[config.mk]
export PLATFORM = sky130hd
export DESIGN_NAME = pc_ctrl_flat
export DESIGN_NICKNAME = d
export VERILOG_FILES = /design/src/rtl/pc_ctrl_pkg.sv /design/src/rtl/pc_ctrl_if.sv /design/src/rtl/pc_ctrl.sv /design/src/flat_wrapper.sv
export SDC_FILE = /design/constraint.sdc
export NUM_CORES = 1
export LEC_CHECK = 0
export ABC_CLOCK_PERIOD_IN_PS = 1700
export BUFFER_PORTS_ARGS = -buffer_cell sky130_fd_sc_hd__buf_2
export CAP_MARGIN = 5
export CELL_PAD_IN_SITES_DETAIL_PLACEMENT = 0
export CELL_PAD_IN_SITES_GLOBAL_PLACEMENT = 2
export CORE_MARGIN = 8
export CORE_UTILIZATION = 27
export CTS_BUF_LIST = sky130_fd_sc_hd__clkbuf_4 sky130_fd_sc_hd__clkbuf_8
export CTS_CLUSTER_SIZE = 30
export DETAILED_ROUTE_END_ITERATION = 12
export PLACE_DENSITY = 0.78
export SLEW_MARGIN = 20
export SYNTH_ARGS = -nofsm -noshare
export SYNTH_HDL_FRONTEND = slang
export SYNTH_SLANG_ARGS = --single-unit
[constraint.sdc]
create_clock -name i_CLK -period 1.7 [get_ports i_CLK]
set_input_delay 0.17 -clock i_CLK [delete_from_list [all_inputs] [get_ports i_CLK]]
set_output_delay 0.17 -clock i_CLK [all_outputs]
set_load 0.01 [all_outputs]
[src/rtl/pc_ctrl_pkg.sv]
// Shared types and width helper for the ls163 program-counter sequencer.
package pc_ctrl_pkg;

   // Command opcodes carried on the request bus.
   typedef enum logic [1:0] {
      CMD_CLR  = 2'b00,
      CMD_LOAD = 2'b01,
      CMD_INC  = 2'b10,
      CMD_SKIP = 2'b11
   } cmd_e;

   // Sequencer states.
   typedef enum logic [2:0] {
      ST_IDLE,
      ST_CLR,
      ST_LOAD,
      ST_COUNT,
      ST_DONE
   } state_e;

   localparam int DEF_STAGES = 4;
   localparam int DEF_SKIPW  = 8;

   // Each ls163 contributes four bits to the counter.
   function automatic int ctr_width(input int stages);
      return 4 * stages;
   endfunction

   localparam int DEF_W = ctr_width(DEF_STAGES);

endpackage

[src/rtl/pc_ctrl_if.sv]
// Command handshake between the CPU sequencer (master) and pc_ctrl (slave).
interface pc_ctrl_if
   import pc_ctrl_pkg::*;
#(
   parameter int W = DEF_W
);
   logic         CMD_VALID;
   cmd_e         CMD;
   logic [W-1:0] CMD_DATA;
   logic         CMD_READY;
   logic         DONE;
   logic         WRAP;

   modport master (
      output CMD_VALID, CMD, CMD_DATA,
      input  CMD_READY, DONE, WRAP
   );

   modport slave (
      input  CMD_VALID, CMD, CMD_DATA,
      output CMD_READY, DONE, WRAP
   );
endinterface

[src/rtl/pc_ctrl.sv]
// Sequencer driving a cascade of ls163 counters: clear, load, increment and
// skip-N commands, with registered strobes/enables and a wrap report.
module pc_ctrl
   import pc_ctrl_pkg::*;
#(
   parameter int STAGES = DEF_STAGES,
   parameter int SKIPW  = DEF_SKIPW,
   localparam int W     = ctr_width(STAGES)
) (
   input  logic         i_CLK,
   input  logic         i_RST,
   pc_ctrl_if.slave     bus,
   output logic         o_CTR_CLR,
   output logic         o_CTR_LOAD,
   output logic         o_CTR_ENP,
   output logic         o_CTR_ENT,
   output logic [W-1:0] o_CTR_D,
   input  logic         i_CTR_RCO
);

   state_e             r_state;
   logic [SKIPW-1:0]   r_cnt;      // steps still to be issued
   logic               r_wrap;     // RCO seen during the current command
   logic [W-1:0]       r_d;
   logic               r_clr_n;
   logic               r_load_n;
   logic               r_en;
   logic               r_ready;
   logic               r_done;
   logic               r_wrap_o;

   state_e             w_state_nxt;
   logic [SKIPW-1:0]   w_cnt_nxt;
   logic               w_wrap_nxt;
   logic [W-1:0]       w_d_nxt;
   logic               w_clr_n_nxt;
   logic               w_load_n_nxt;
   logic               w_en_nxt;
   logic [SKIPW-1:0]   w_skip_n;

   assign w_skip_n = bus.CMD_DATA[SKIPW-1:0];

   // Next-state and next-control decode; controls are one-hot by construction.
   always_comb begin
      w_state_nxt  = r_state;
      w_cnt_nxt    = r_cnt;
      w_wrap_nxt   = r_wrap;
      w_d_nxt      = r_d;
      w_clr_n_nxt  = 1'b1;
      w_load_n_nxt = 1'b1;
      w_en_nxt     = 1'b0;
      case (r_state)
         ST_IDLE: begin
            if (bus.CMD_VALID) begin
               w_wrap_nxt = 1'b0;
               case (bus.CMD)
                  CMD_CLR: begin
                     w_state_nxt = ST_CLR;
                     w_clr_n_nxt = 1'b0;
                  end
                  CMD_LOAD: begin
                     w_state_nxt  = ST_LOAD;
                     w_load_n_nxt = 1'b0;
                     w_d_nxt      = bus.CMD_DATA;
                  end
                  CMD_INC: begin
                     w_state_nxt = ST_COUNT;
                     w_cnt_nxt   = SKIPW'(1);
                     w_en_nxt    = 1'b1;
                  end
                  default: begin
                     // Zero-length skip completes without touching the chips.
                     if (w_skip_n == '0) begin
                        w_state_nxt = ST_DONE;
                     end else begin
                        w_state_nxt = ST_COUNT;
                        w_cnt_nxt   = w_skip_n;
                        w_en_nxt    = 1'b1;
                     end
                  end
               endcase
            end
         end
         ST_CLR, ST_LOAD: w_state_nxt = ST_DONE;
         ST_COUNT: begin
            // RCO high with enables on means the chips roll over at this edge.
            if (i_CTR_RCO) w_wrap_nxt = 1'b1;
            w_cnt_nxt = r_cnt - SKIPW'(1);
            if (r_cnt <= SKIPW'(1)) w_state_nxt = ST_DONE;
            else                    w_en_nxt    = 1'b1;
         end
         ST_DONE: w_state_nxt = ST_IDLE;
         default: w_state_nxt = ST_IDLE;
      endcase
   end

   // State and registered outputs; reset idles everything without clearing chips.
   always_ff @(posedge i_CLK) begin
      if (i_RST) begin
         r_state  <= ST_IDLE;
         r_cnt    <= '0;
         r_wrap   <= 1'b0;
         r_d      <= '0;
         r_clr_n  <= 1'b1;
         r_load_n <= 1'b1;
         r_en     <= 1'b0;
         r_ready  <= 1'b1;
         r_done   <= 1'b0;
         r_wrap_o <= 1'b0;
      end else begin
         r_state  <= w_state_nxt;
         r_cnt    <= w_cnt_nxt;
         r_wrap   <= w_wrap_nxt;
         r_d      <= w_d_nxt;
         r_clr_n  <= w_clr_n_nxt;
         r_load_n <= w_load_n_nxt;
         r_en     <= w_en_nxt;
         r_ready  <= (w_state_nxt == ST_IDLE);
         r_done   <= (w_state_nxt == ST_DONE);
         r_wrap_o <= (w_state_nxt == ST_DONE) && w_wrap_nxt;
      end
   end

   assign bus.CMD_READY = r_ready;
   assign bus.DONE      = r_done;
   assign bus.WRAP      = r_wrap_o;
   assign o_CTR_CLR     = r_clr_n;
   assign o_CTR_LOAD    = r_load_n;
   assign o_CTR_ENP     = r_en;
   assign o_CTR_ENT     = r_en;
   assign o_CTR_D       = r_d;

endmodule

[src/flat_wrapper.sv]
// flat-port wrapper written by rule: the top's interface ports become plain ports
module pc_ctrl_flat import pc_ctrl_pkg::*;
#(
   parameter int STAGES = DEF_STAGES,
   parameter int SKIPW  = DEF_SKIPW,
   localparam int W     = ctr_width(STAGES)
)
  (i_CLK, i_RST, o_CTR_CLR, o_CTR_LOAD, o_CTR_ENP, o_CTR_ENT, o_CTR_D, i_CTR_RCO, bus_CMD_VALID, bus_CMD, bus_CMD_DATA, bus_CMD_READY, bus_DONE, bus_WRAP);
  pc_ctrl_if #(.W((4 * STAGES))) bus_i ();
  input  logic i_CLK;
  input  logic i_RST;
  output logic o_CTR_CLR;
  output logic o_CTR_LOAD;
  output logic o_CTR_ENP;
  output logic o_CTR_ENT;
  output logic [W-1:0] o_CTR_D;
  input  logic i_CTR_RCO;
  input wire logic [$bits(bus_i.CMD_VALID)-1:0] bus_CMD_VALID;
  input wire logic [$bits(bus_i.CMD)-1:0] bus_CMD;
  input wire logic [$bits(bus_i.CMD_DATA)-1:0] bus_CMD_DATA;
  output wire logic [$bits(bus_i.CMD_READY)-1:0] bus_CMD_READY;
  output wire logic [$bits(bus_i.DONE)-1:0] bus_DONE;
  output wire logic [$bits(bus_i.WRAP)-1:0] bus_WRAP;
  assign bus_i.CMD_VALID = bus_CMD_VALID;
  assign bus_i.CMD = bus_CMD;
  assign bus_i.CMD_DATA = bus_CMD_DATA;
  assign bus_CMD_READY = bus_i.CMD_READY;
  assign bus_DONE = bus_i.DONE;
  assign bus_WRAP = bus_i.WRAP;
  pc_ctrl #(.STAGES(STAGES), .SKIPW(SKIPW)) u_core (.i_CLK(i_CLK), .i_RST(i_RST), .bus(bus_i), .o_CTR_CLR(o_CTR_CLR), .o_CTR_LOAD(o_CTR_LOAD), .o_CTR_ENP(o_CTR_ENP), .o_CTR_ENT(o_CTR_ENT), .o_CTR_D(o_CTR_D), .i_CTR_RCO(i_CTR_RCO));
endmodule
==> flow_summary_export.csv, run 1 <==
group,metric,value,unit
detailed_routing,wl,4570,um
detailed_routing,drc,0,
sta,relSlewSlack,0.725,
clock_network,post_cts_buffers,0,
synth,yosysSeqAreaShare,0.431,
layout,layout-drive-gt1-share,0.379,
run_status,violations,"setup timing",
worst_setup_path,endpoint_kind,"flip-flop",
global_routing,grt_pass1_wl,7530,um
synth,ys_warn_count,0,
worst_setup_path,worstPathMaxFanout,6,
sta,worst_pin_slew,0.412,ns
sta,fin_ws,-0.00571,ns
sta,min_period_over_period,1.00,
clock_network,cts_buffers,5,
sta,setup_violations,1,
run,maxCapViolCount,0,
pwr,seq_power_share,0.427,
min_path,hold_path_class,"in -> reg",
clock_network,cts_tree,"done",
placed_design,portBuffers,44,
detailed_routing,wl_per_cell,13.8,um
placed_design,gp_congestion,0.773,
clock_network,cts-hold-fix-buffers,0,
layout,area_growth_syn_to_layout,41.6,%
synth,syn_area,1580,um2
synth,synth-edff-count,0,
die,io_pins,45,
worst_setup_path,cp.required,1.86,ns
clock_network,clockRootBuffer,"clkbuf_8",
worst_setup_path,start_kind,"flip-flop",
die,core_area,5780,um2
run_status,outcome,"finished with violations",
pwr,clock_power_share,0.372,
layout,fin_nets,284,
detailed_routing,drtIter0Drc,55,
clock_network,clk_latency,0.28,ns
worst_setup_path,worstSetupPathType,"reg -> reg",
pwr,p_comb_frac,0.202,
clock_network,clk_pin_slew,0.07,ns
sta,fin_skew,0.000982,ns
clock_network,cts_buffer_depth,2,
synth,ys_ff_latch,34,
pwr,p_int,0.00151,W
detailed_routing,detail-route-antenna-nets,0,
placed_design,place_ws,-0.0680,ns
die,row_count,28,
pwr,switching_share,0.258,
clock_network,cts_sinks,34,
detailed_routing,vias,1617,
layout,antenna_cells,0,
synth,synth_ff_type,"dfxtp_1",
placed_design,dp_hpwl,3500,um
die,dieWidth,92.4,um
clock_network,cts_max_level,2,
sta,hold_viol_final,0,
die,die_h,92.4,um
pwr,peakVddDrop,0.375,mV
worst_setup_path,arrival,1.87,ns
sta,period_minus_slack,1.71,ns
synth,syn_inst,186,
sta,timing.fmax,0.586,GHz
synth,synth_cell_types,42,
die,initial_utilization,0.273,
die,die_area,8550,um2
global_routing,grt_pass1_vias,1615,
synth,synth_fp_nets,214,
global_routing,grt_usage,0.107,
pwr,power,0.00203,W
global_routing,antenna_found_initial,0,
global_routing,grt-ovfl-total,0,
global_routing,grt_max_degree,22,
pwr,power_switching,0.000522,W
sta,rsz0062_at_grt,"true",
detailed_routing,drt_pre_antenna_iters,6,
pwr,power_density,908,nW/um2
synth,syn_avg_cell_area,8.48,um2
pwr,p_leak,0.961,nW
synth,postSynth.asyncResetShare,0,
sta,slew_viol_final,0,
detailed_routing,drt-vias-per-instance,4.89,
==> placed cells by master, fill, tap and decap left out, types with 3 or more instances in the layout <==
cell type	Yosys	layout
dfxtp_1	34	32
nand4_1	3	3
nor3_1	4	4
or2_2	3	3
ha_1	6	6
a211oi_1	4	4
o21ai_0	5	5
buf_4	1	28
a21oi_1	25	25
nand2_1	37	37
nor4_1	5	3
nor2_1	5	5
clkbuf_8	0	6
nand3_1	5	5
inv_1	5	5
buf_2	1	44
==> what timing repair did <==
item / 4_1_cts / 5_1_grt
gates resized for setup: 2 / 5
pin swaps: 0 / 2
endpoints found under the setup margin: 3 / 14
==> cell usage after synthesis (4+ instances only) <==
master | number | area (um2)
ha_1 | 6 | 75.1
o21ai_0 | 5 | 25.0
a211oi_1 | 4 | 30.0
dfxtp_1 | 34 | 681
nor2_1 | 5 | 18.8
clkbuf_1 | 8 | 30.0
nand3_1 | 5 | 25.0
inv_1 | 5 | 18.8
a31oi_1 | 4 | 25.0
nand2_1 | 37 | 139
nor3_1 | 4 | 20.0
nor4_1 | 5 | 31.3
a21oi_1 | 25 | 125
==> power by group through the flow <==
stage	Sequential [W]	Combinational, W	Clock, W
after CTS	0.000864	0.000406	0.000778
after detailed placement	0.000882	0.000399	0
final	0.000866	0.000409	0.000754
after floorplan	0.000895	0.000204	0
after global placement	0.000882	0.000397	0
after global routing	0.000871	0.000454	0.000815
==> layout make-up <==
type	instances	area (um2)
clock buffers	6	82.6
clock inverters	1	30.0
fillers	632	3550
inverters	5	18.8
multi-input cells	137	875
flip-flops and latches	34	683
well taps	75	93.8
repair buffers	73	450
==> kinds of logic (layout without fill, tap and decap cells) <==
kind of cell / count (synthesis) / after routing / share of synthesized area
DFF: 34 / 34 / 0.431
buffers and inverters: 15 / 85 / 0.0389
xor gates and xnor gates: 2 / 2 / 0.0111
and+or+nand+nor: 78 / 78 / 0.259
AOI/OAI and AO/OA: 51 / 51 / 0.212
adders and majority gates: 6 / 6 / 0.0476
==> per-stage QoR <==
step | instance area, um2 | hold slack, ns | setup TNS, ns | util | cells
2_1_floorplan | 1580 | 0.306 | 0 | - | 186
3_3_place_gp | 2080 | 0.411 | -0.295 | 0.360 | 324
3_5_place_dp | 2080 | 0.416 | -0.110 | 0.360 | 324
4_1_cts | 2210 | 0.113 | -0.0139 | 0.382 | 331
5_1_grt | 2230 | 0.126 | -0.119 | 0.386 | 331
6_report | 2230 | 0.125 | -0.00571 | 0.386 | 331
==> critical path, stage by stage (launching register included) <==
cell and delay [ns]:
dfxtp_2 0.32, or4b_4 0.55, a311o_2 0.39, a221oi_2 0.26, a211oi_1 0.07
==> per-layer routing <==
metal  track usage  vias up  share of wire
met5             0        -              0
met4        0.0242        0         0.0074
met3        0.0550        5          0.093
met2         0.174       41           0.45
met1         0.122      765           0.45
li1              -      806              -
==> state kept, by name, summed over array words and instances, names as in the netlist <==
name and flops:
u_core.bus.CMD_READY 1, u_core.bus.DONE 1, u_core.bus.WRAP 1, u_core.o_CTR_CLR 1
u_core.o_CTR_D 16, u_core.o_CTR_ENP 1, u_core.o_CTR_LOAD 1, u_core.r_cnt 8
u_core.r_state 3, u_core.r_wrap 1
==> worst paths after layout <==
path	depth (start not counted)	to	slack, ns	startpoint
setup / recovery	4	u_core.r_cnt[1]	-0.006	u_core.r_state[0]
hold / removal	3	u_core.o_CTR_D[12]	0.12	bus_CMD_DATA[12]
setup reg to reg	4	u_core.r_cnt[1]	-0.006	u_core.r_state[0]
hold reg to reg	2	u_core.o_CTR_D[6]	0.45	u_core.o_CTR_D[6]
(Power assumes the default switching activity.)
==> run 2: changes to the inputs <==
--- a/config.mk
+++ b/config.mk
@@ -6,7 +6,7 @@
 export NUM_CORES = 1
 export LEC_CHECK = 0
 export ABC_CLOCK_PERIOD_IN_PS = 1700
-export BUFFER_PORTS_ARGS = -buffer_cell sky130_fd_sc_hd__buf_2
+export BUFFER_PORTS_ARGS = -buffer_cell sky130_fd_sc_hd__buf_4
 export CAP_MARGIN = 5
 export CELL_PAD_IN_SITES_DETAIL_PLACEMENT = 0
 export CELL_PAD_IN_SITES_GLOBAL_PLACEMENT = 2
==> flow_summary_export.csv, run 2 (synthesis gave the netlist of run 1 again) <==
group,metric,value,unit
layout,area_growth_syn_to_layout,44.2,%
placed_design,postPlaceCellArea,2150,um2
layout,fin_nets,279,
global_routing,gr-max-usage-layer,"met2",
clock_network,clk_latency,0.28,ns
pwr,p_comb_frac,0.219,
worst_setup_path,worstPathCellList,"or4b_4 > a311o_2 > a221oi_2 > a211oi_1",
global_routing,use_met2,0.174,
clock_network,cts_buffers,5,
clock_network,post_cts_buffers,0,
worst_setup_path,crit_family,"compound AO/OA/AOI/OAI gates",
placed_design,gp_congestion,0.755,
detailed_routing,drt_pre_antenna_iters,4,
global_routing,grt_max_degree,34,
detailed_routing,detail-route-antenna-nets,0,
worst_setup_path,worstSetupPathType,"reg -> reg",
worst_setup_path,endpoint_kind,"flip-flop",
run_status,outcome,"finished clean",
sta,fin_skew,0.00433,ns
layout,instances_no_fill,327,
worst_setup_path,worstPathMaxFanout,5,
die,row_count,28,
sta,min_period_over_period,0.997,
pwr,clock_power_share,0.330,
layout,layout-drive-gt1-share,0.357,
pwr,p_leak,0.952,nW
detailed_routing,drt-vias-per-instance,4.79,
sta,period_minus_slack,1.69,ns
detailed_routing,vias,1567,
worst_setup_path,critPathBufInv,0,
sta,slew_viol_final,0,
clock_network,cts-hold-fix-buffers,0,
sta,setup_violations,0,
die,die_area,8550,um2
worst_setup_path,start_kind,"flip-flop",
worst_setup_path,arrival,1.85,ns
placed_design,dp_hpwl,3440,um
sta,relSlewSlack,0.761,
die,dieWidth,92.4,um
run,maxCapViolCount,0,
sta,tns,0,ns
pwr,switching_share,0.272,
die,initial_utilization,0.273,
worst_setup_path,max_stage_delay,0.55,ns
global_routing,grt-ovfl-total,0,
clock_network,cts_sinks,34,
die,io_pins,45,
placed_design,dp_cells,319,
global_routing,grt_pass1_vias,1581,
clock_network,cts_tree,"done",
sta,rsz0062_at_grt,"true",
worst_setup_path,cpMaxStageDelayCell,"or4b_4",
sta,worst_pin_slew,0.358,ns
layout,final_cell_mix,"buf_4 (67), nand2_1 (37), dfxtp_1 (33)",
global_routing,antenna_found_initial,0,
sta,hold_viol_final,0,
layout,largest_register_ffs,16,
worst_setup_path,cp.required,1.86,ns
sta,timing.fmax,0.590,GHz
placed_design,place_ws,-0.0524,ns
clock_network,clk_pin_slew,0.07,ns
layout,final_cell_area,2270,um2
pwr,power_density,843,nW/um2
pwr,power_switching,0.000522,W
global_routing,met1_usage,0.116,
detailed_routing,drc,0,
detailed_routing,wl,4550,um
clock_network,cts_buffer_depth,2,
layout,antenna_cells,0,
layout,final_common_cell,"buf_4",
die,die_h,92.4,um
pwr,seq_power_share,0.451,
die,core_area,5780,um2
detailed_routing,drtIter0Drc,54,
pwr,p_int,0.00139,W
clock_network,clockRootBuffer,"clkbuf_8",
placed_design,portBuffers,44,
global_routing,grt_usage,0.106,
global_routing,grtUsageMet3,0.0574,
sta,fin_ws,0.00516,ns
detailed_routing,wl_per_cell,13.9,um
pwr,peakVddDrop,0.500,mV
clock_network,cts_max_level,2,
layout,fin_util,0.394,
min_path,hold_path_class,"in -> reg",
global_routing,grt_pass1_wl,7310,um
## run 2: area by class of cell
type	instances	area (um2)
Sequential cell	34	682
Clock buffer	7	90.1
Fill cell	628	3510
Clock inverter	1	5.00
Timing Repair Buffer	68	523
Multi-Input combinational cell	137	862
Inverter	5	18.8
Tap cell	75	93.8
## run 2: timing repair
action,CTS,global route
gates cloned,0,0
setup endpoints to repair,3,14
pin swaps,0,4
resized for setup,1,3
## run 2: metrics by stage
stage | power [W] | hold WS [ns]
after floorplan | 0.00110 | 0.306
after global placement | 0.00130 | 0.417
after detailed placement | 0.00130 | 0.428
after CTS | 0.00194 | 0.119
after global routing | 0.00202 | 0.123
final | 0.00192 | 0.127
## run 2: worst register-to-register path, cell delays in order (launching register included)
cell	delay [ns]
dfxtp_1	0.31
or4b_4	0.55
a311o_2	0.39
a221oi_2	0.25
a211oi_1	0.07
## run 2: final timing paths
| path | to | startpoint | cells after the start | slack [ns] |
|---|---|---|---|---|
| hold reg to reg | u_core.o_CTR_D[6] | u_core.o_CTR_D[6] | 2 | 0.45 |
| setup / recovery | u_core.r_cnt[1] | u_core.r_state[2] | 4 | 0.005 |
| setup reg to reg | u_core.r_cnt[1] | u_core.r_state[2] | 4 | 0.005 |
| hold / removal | u_core.o_CTR_D[14] | bus_CMD_DATA[14] | 3 | 0.13 |
## run 2: power groups by stage
stage	registers [W]	logic (W)	clock network (W)
2_1_floorplan	0.000895	0.000204	0
6_report	0.000865	0.000420	0.000632
3_5_place_dp	0.000883	0.000414	0
3_3_place_gp	0.000882	0.000415	0
5_1_grt	0.000871	0.000463	0.000683
4_1_cts	0.000865	0.000417	0.000656
## run 2: per-layer routing
metal	part of all wire	wire [um]
met1	0.43	1960
met2	0.46	2080
met3	0.10	464
met4	0.0090	41
met5	0	0
==> run 3: changes to the inputs <==
--- a/config.mk
+++ b/config.mk
@@ -5,17 +5,18 @@
 export SDC_FILE = /design/constraint.sdc
 export NUM_CORES = 1
 export LEC_CHECK = 0
-export ABC_CLOCK_PERIOD_IN_PS = 1700
+export ABC_CLOCK_PERIOD_IN_PS = 1800
 export BUFFER_PORTS_ARGS = -buffer_cell sky130_fd_sc_hd__buf_4
 export CAP_MARGIN = 5
 export CELL_PAD_IN_SITES_DETAIL_PLACEMENT = 0
 export CELL_PAD_IN_SITES_GLOBAL_PLACEMENT = 2
 export CORE_MARGIN = 8
-export CORE_UTILIZATION = 27
+export CORE_UTILIZATION = 30
 export CTS_BUF_LIST = sky130_fd_sc_hd__clkbuf_4 sky130_fd_sc_hd__clkbuf_8
 export CTS_CLUSTER_SIZE = 30
 export DETAILED_ROUTE_END_ITERATION = 12
-export PLACE_DENSITY = 0.78
+export PLACE_DENSITY = 0.82
+export SKIP_CTS_REPAIR_TIMING = 1
 export SLEW_MARGIN = 20
 export SYNTH_ARGS = -nofsm -noshare
 export SYNTH_HDL_FRONTEND = slang
==> constraint.sdc (replaced) <==
create_clock -name i_CLK -period 1.8 [get_ports i_CLK]
set_input_delay 0.18 -clock i_CLK [delete_from_list [all_inputs] [get_ports i_CLK]]
set_output_delay 0.18 -clock i_CLK [all_outputs]
set_load 0.01 [all_outputs]
==> flow_summary_export.csv, run 3 (synthesis gave the netlist of run 1 again) <==
group,metric,value,unit
run_status,outcome,"finished clean",
global_routing,grt-ovfl-total,0,
pwr,peakVddDrop,0.370,mV
detailed_routing,wl_per_cell,14.0,um
sta,hold_viol_final,0,
worst_setup_path,reg2reg_from,"u_core.r_state[1]",
worst_setup_path,rr_worst_depth,4,
placed_design,portBuffers,44,
worst_setup_path,r2r-end,"u_core.r_cnt[1]",
die,die_area,7840,um2
layout,antenna_cells,0,
layout,fillers,522,
die,die_h,88.5,um
sta,period_minus_slack,1.75,ns
min_path,min_to,"u_core.o_CTR_D[9]",
global_routing,grt_max_degree,34,
sta,slew_viol_final,0,
clock_network,clk_pin_slew,0.07,ns
die,io_pins,45,
die,row_count,26,
detailed_routing,drc,0,
global_routing,grt_usage,0.124,
pwr,p_leak,0.952,nW
clock_network,cts_max_level,2,
layout,final_cell_mix,"buf_4 (64), nand2_1 (37), dfxtp_1 (34)",
worst_setup_path,start_kind,"flip-flop",
sta,setup_violations,0,
clock_network,cts_sinks,34,
layout,layout-drive-gt1-share,0.341,
die,core_area,5110,um2
worst_setup_path,regToRegSetupSlack,0.05,ns
detailed_routing,drt-vias-per-instance,4.84,
worst_setup_path,worstPathMaxFanout,5,
clock_network,clk_latency,0.29,ns
layout,multi_input_area,860,um2
sta,timing.fmax,0.572,GHz
detailed_routing,wl,4470,um
worst_setup_path,max_stage_delay,0.57,ns
placed_design,place_ws,0.0303,ns
detailed_routing,drtIter0Drc,34,
global_routing,grt_pass1_wl,7600,um
worst_setup_path,endpoint_kind,"flip-flop",
global_routing,antenna_found_initial,0,
layout,seqCellArea,681,um2
clock_network,cts_buffer_depth,2,
placed_design,dp_hpwl,3300,um
sta,fin_ws,0.0533,ns
min_path,hold_path_class,"in -> reg",
sta,relSlewSlack,0.738,
clock_network,clockRootBuffer,"clkbuf_8",
die,dieWidth,88.5,um
min_path,hold_depth,3,
clock_network,cts_tree,"done",
worst_setup_path,cpMaxStageDelayCell,"or4b_4",
sta,tns,0,ns
run,maxCapViolCount,0,
layout,fin_nets,276,
sta,whs,0.127,ns
layout,area_growth_syn_to_layout,45.1,%
worst_setup_path,crit_cells,4,
min_path,min_from,"bus_CMD_DATA[9]",
worst_setup_path,worstSetupPathType,"reg -> reg",
sta,fin_skew,0.00700,ns
layout,final_common_cell,"buf_4",
die,initial_utilization,0.309,
layout,largest_register_ffs,16,
detailed_routing,detail-route-antenna-nets,0,
worst_setup_path,arrival,1.91,ns
sta,worst_pin_slew,0.391,ns
sta,rsz0062_at_grt,"false",
placed_design,gp_congestion,0.780,
worst_setup_path,crit_family,"compound AO/OA/AOI/OAI gates",
detailed_routing,drt_pre_antenna_iters,4,
pwr,power_density,912,nW/um2
clock_network,cts_buffers,5,
worst_setup_path,worstPathCellList,"or4b_4 > a311o_2 > a221oi_2 > a211oi_1",
sta,min_period_over_period,0.970,
global_routing,grt_pass1_vias,1577,
worst_setup_path,cp.required,1.96,ns
worst_setup_path,critPathBufInv,0,
detailed_routing,vias,1545,
==> run 3: changes by cell type in the layout (fill, tap and decap cells not counted), sizes merged <==
cell / before / now
buf: 68 / 65
bufinv: 0 / 2
clkbuf: 7 / 6
clkinv: 1 / 0
==> run 3: how the worst max path moves through the flow <==
stage | startpoint | endpoint
2_1_floorplan | u_core.r_state[1] | u_core.r_cnt[1]
3_3_place_gp | u_core.r_state[1] | u_core.r_cnt[1]
3_5_place_dp | u_core.r_state[1] | u_core.r_cnt[1]
4_1_cts | u_core.r_state[1] | u_core.r_cnt[1]
5_1_grt | u_core.r_state[1] | u_core.r_cnt[1]
6_report | u_core.r_state[1] | u_core.r_cnt[1]
==> run 3: power by group <==
group / switching (W) / internal [W] / total [W]
combinational: 0.000186 / 0.000195 / 0.000381
clock: 0.000294 / 0.000591 / 0.000885
sequential: 0.0000299 / 0.000791 / 0.000821
==> run 3: routing by layer <==
| layer | wire length, um | GRT usage | vias to the layer above |
|---|---|---|---|
| li1 | - | - | 794 |
| met1 | 2020 | 0.155 | 699 |
| met2 | 1920 | 0.178 | 46 |
| met3 | 476 | 0.0631 | 6 |
| met4 | 51 | 0.0399 | 0 |
| met5 | 0 | 0 | - |
==> run 3: layout make-up <==
type / instances / share of cell area
flip-flops and latches: 34 / 0.297
clock inverters: 2 / 0.0262
clock buffers: 6 / 0.0361
multi-input cells: 137 / 0.375
repair buffers: 65 / 0.219
inverters: 5 / 0.00820
well taps: 70 / 0.0383
==> run 3: worst register-to-register path, delay by kind of cell (launching register included) <==
family / cells / cell delay, ns
AOI/OAI and AO/OA: 3 / 0.73
and+or+nand+nor: 1 / 0.57
DFF: 1 / 0.31
==> run 3: through the flow <==
stage | total power (W) | instance area (um2) | cells | util
2_1_floorplan | 0.00104 | 1580 | 186 | -
3_3_place_gp | 0.00122 | 2120 | 311 | 0.416
3_5_place_dp | 0.00121 | 2120 | 311 | 0.416
4_1_cts | 0.00211 | 2270 | 319 | 0.444
5_1_grt | 0.00219 | 2290 | 319 | 0.448
6_report | 0.00209 | 2290 | 319 | 0.448
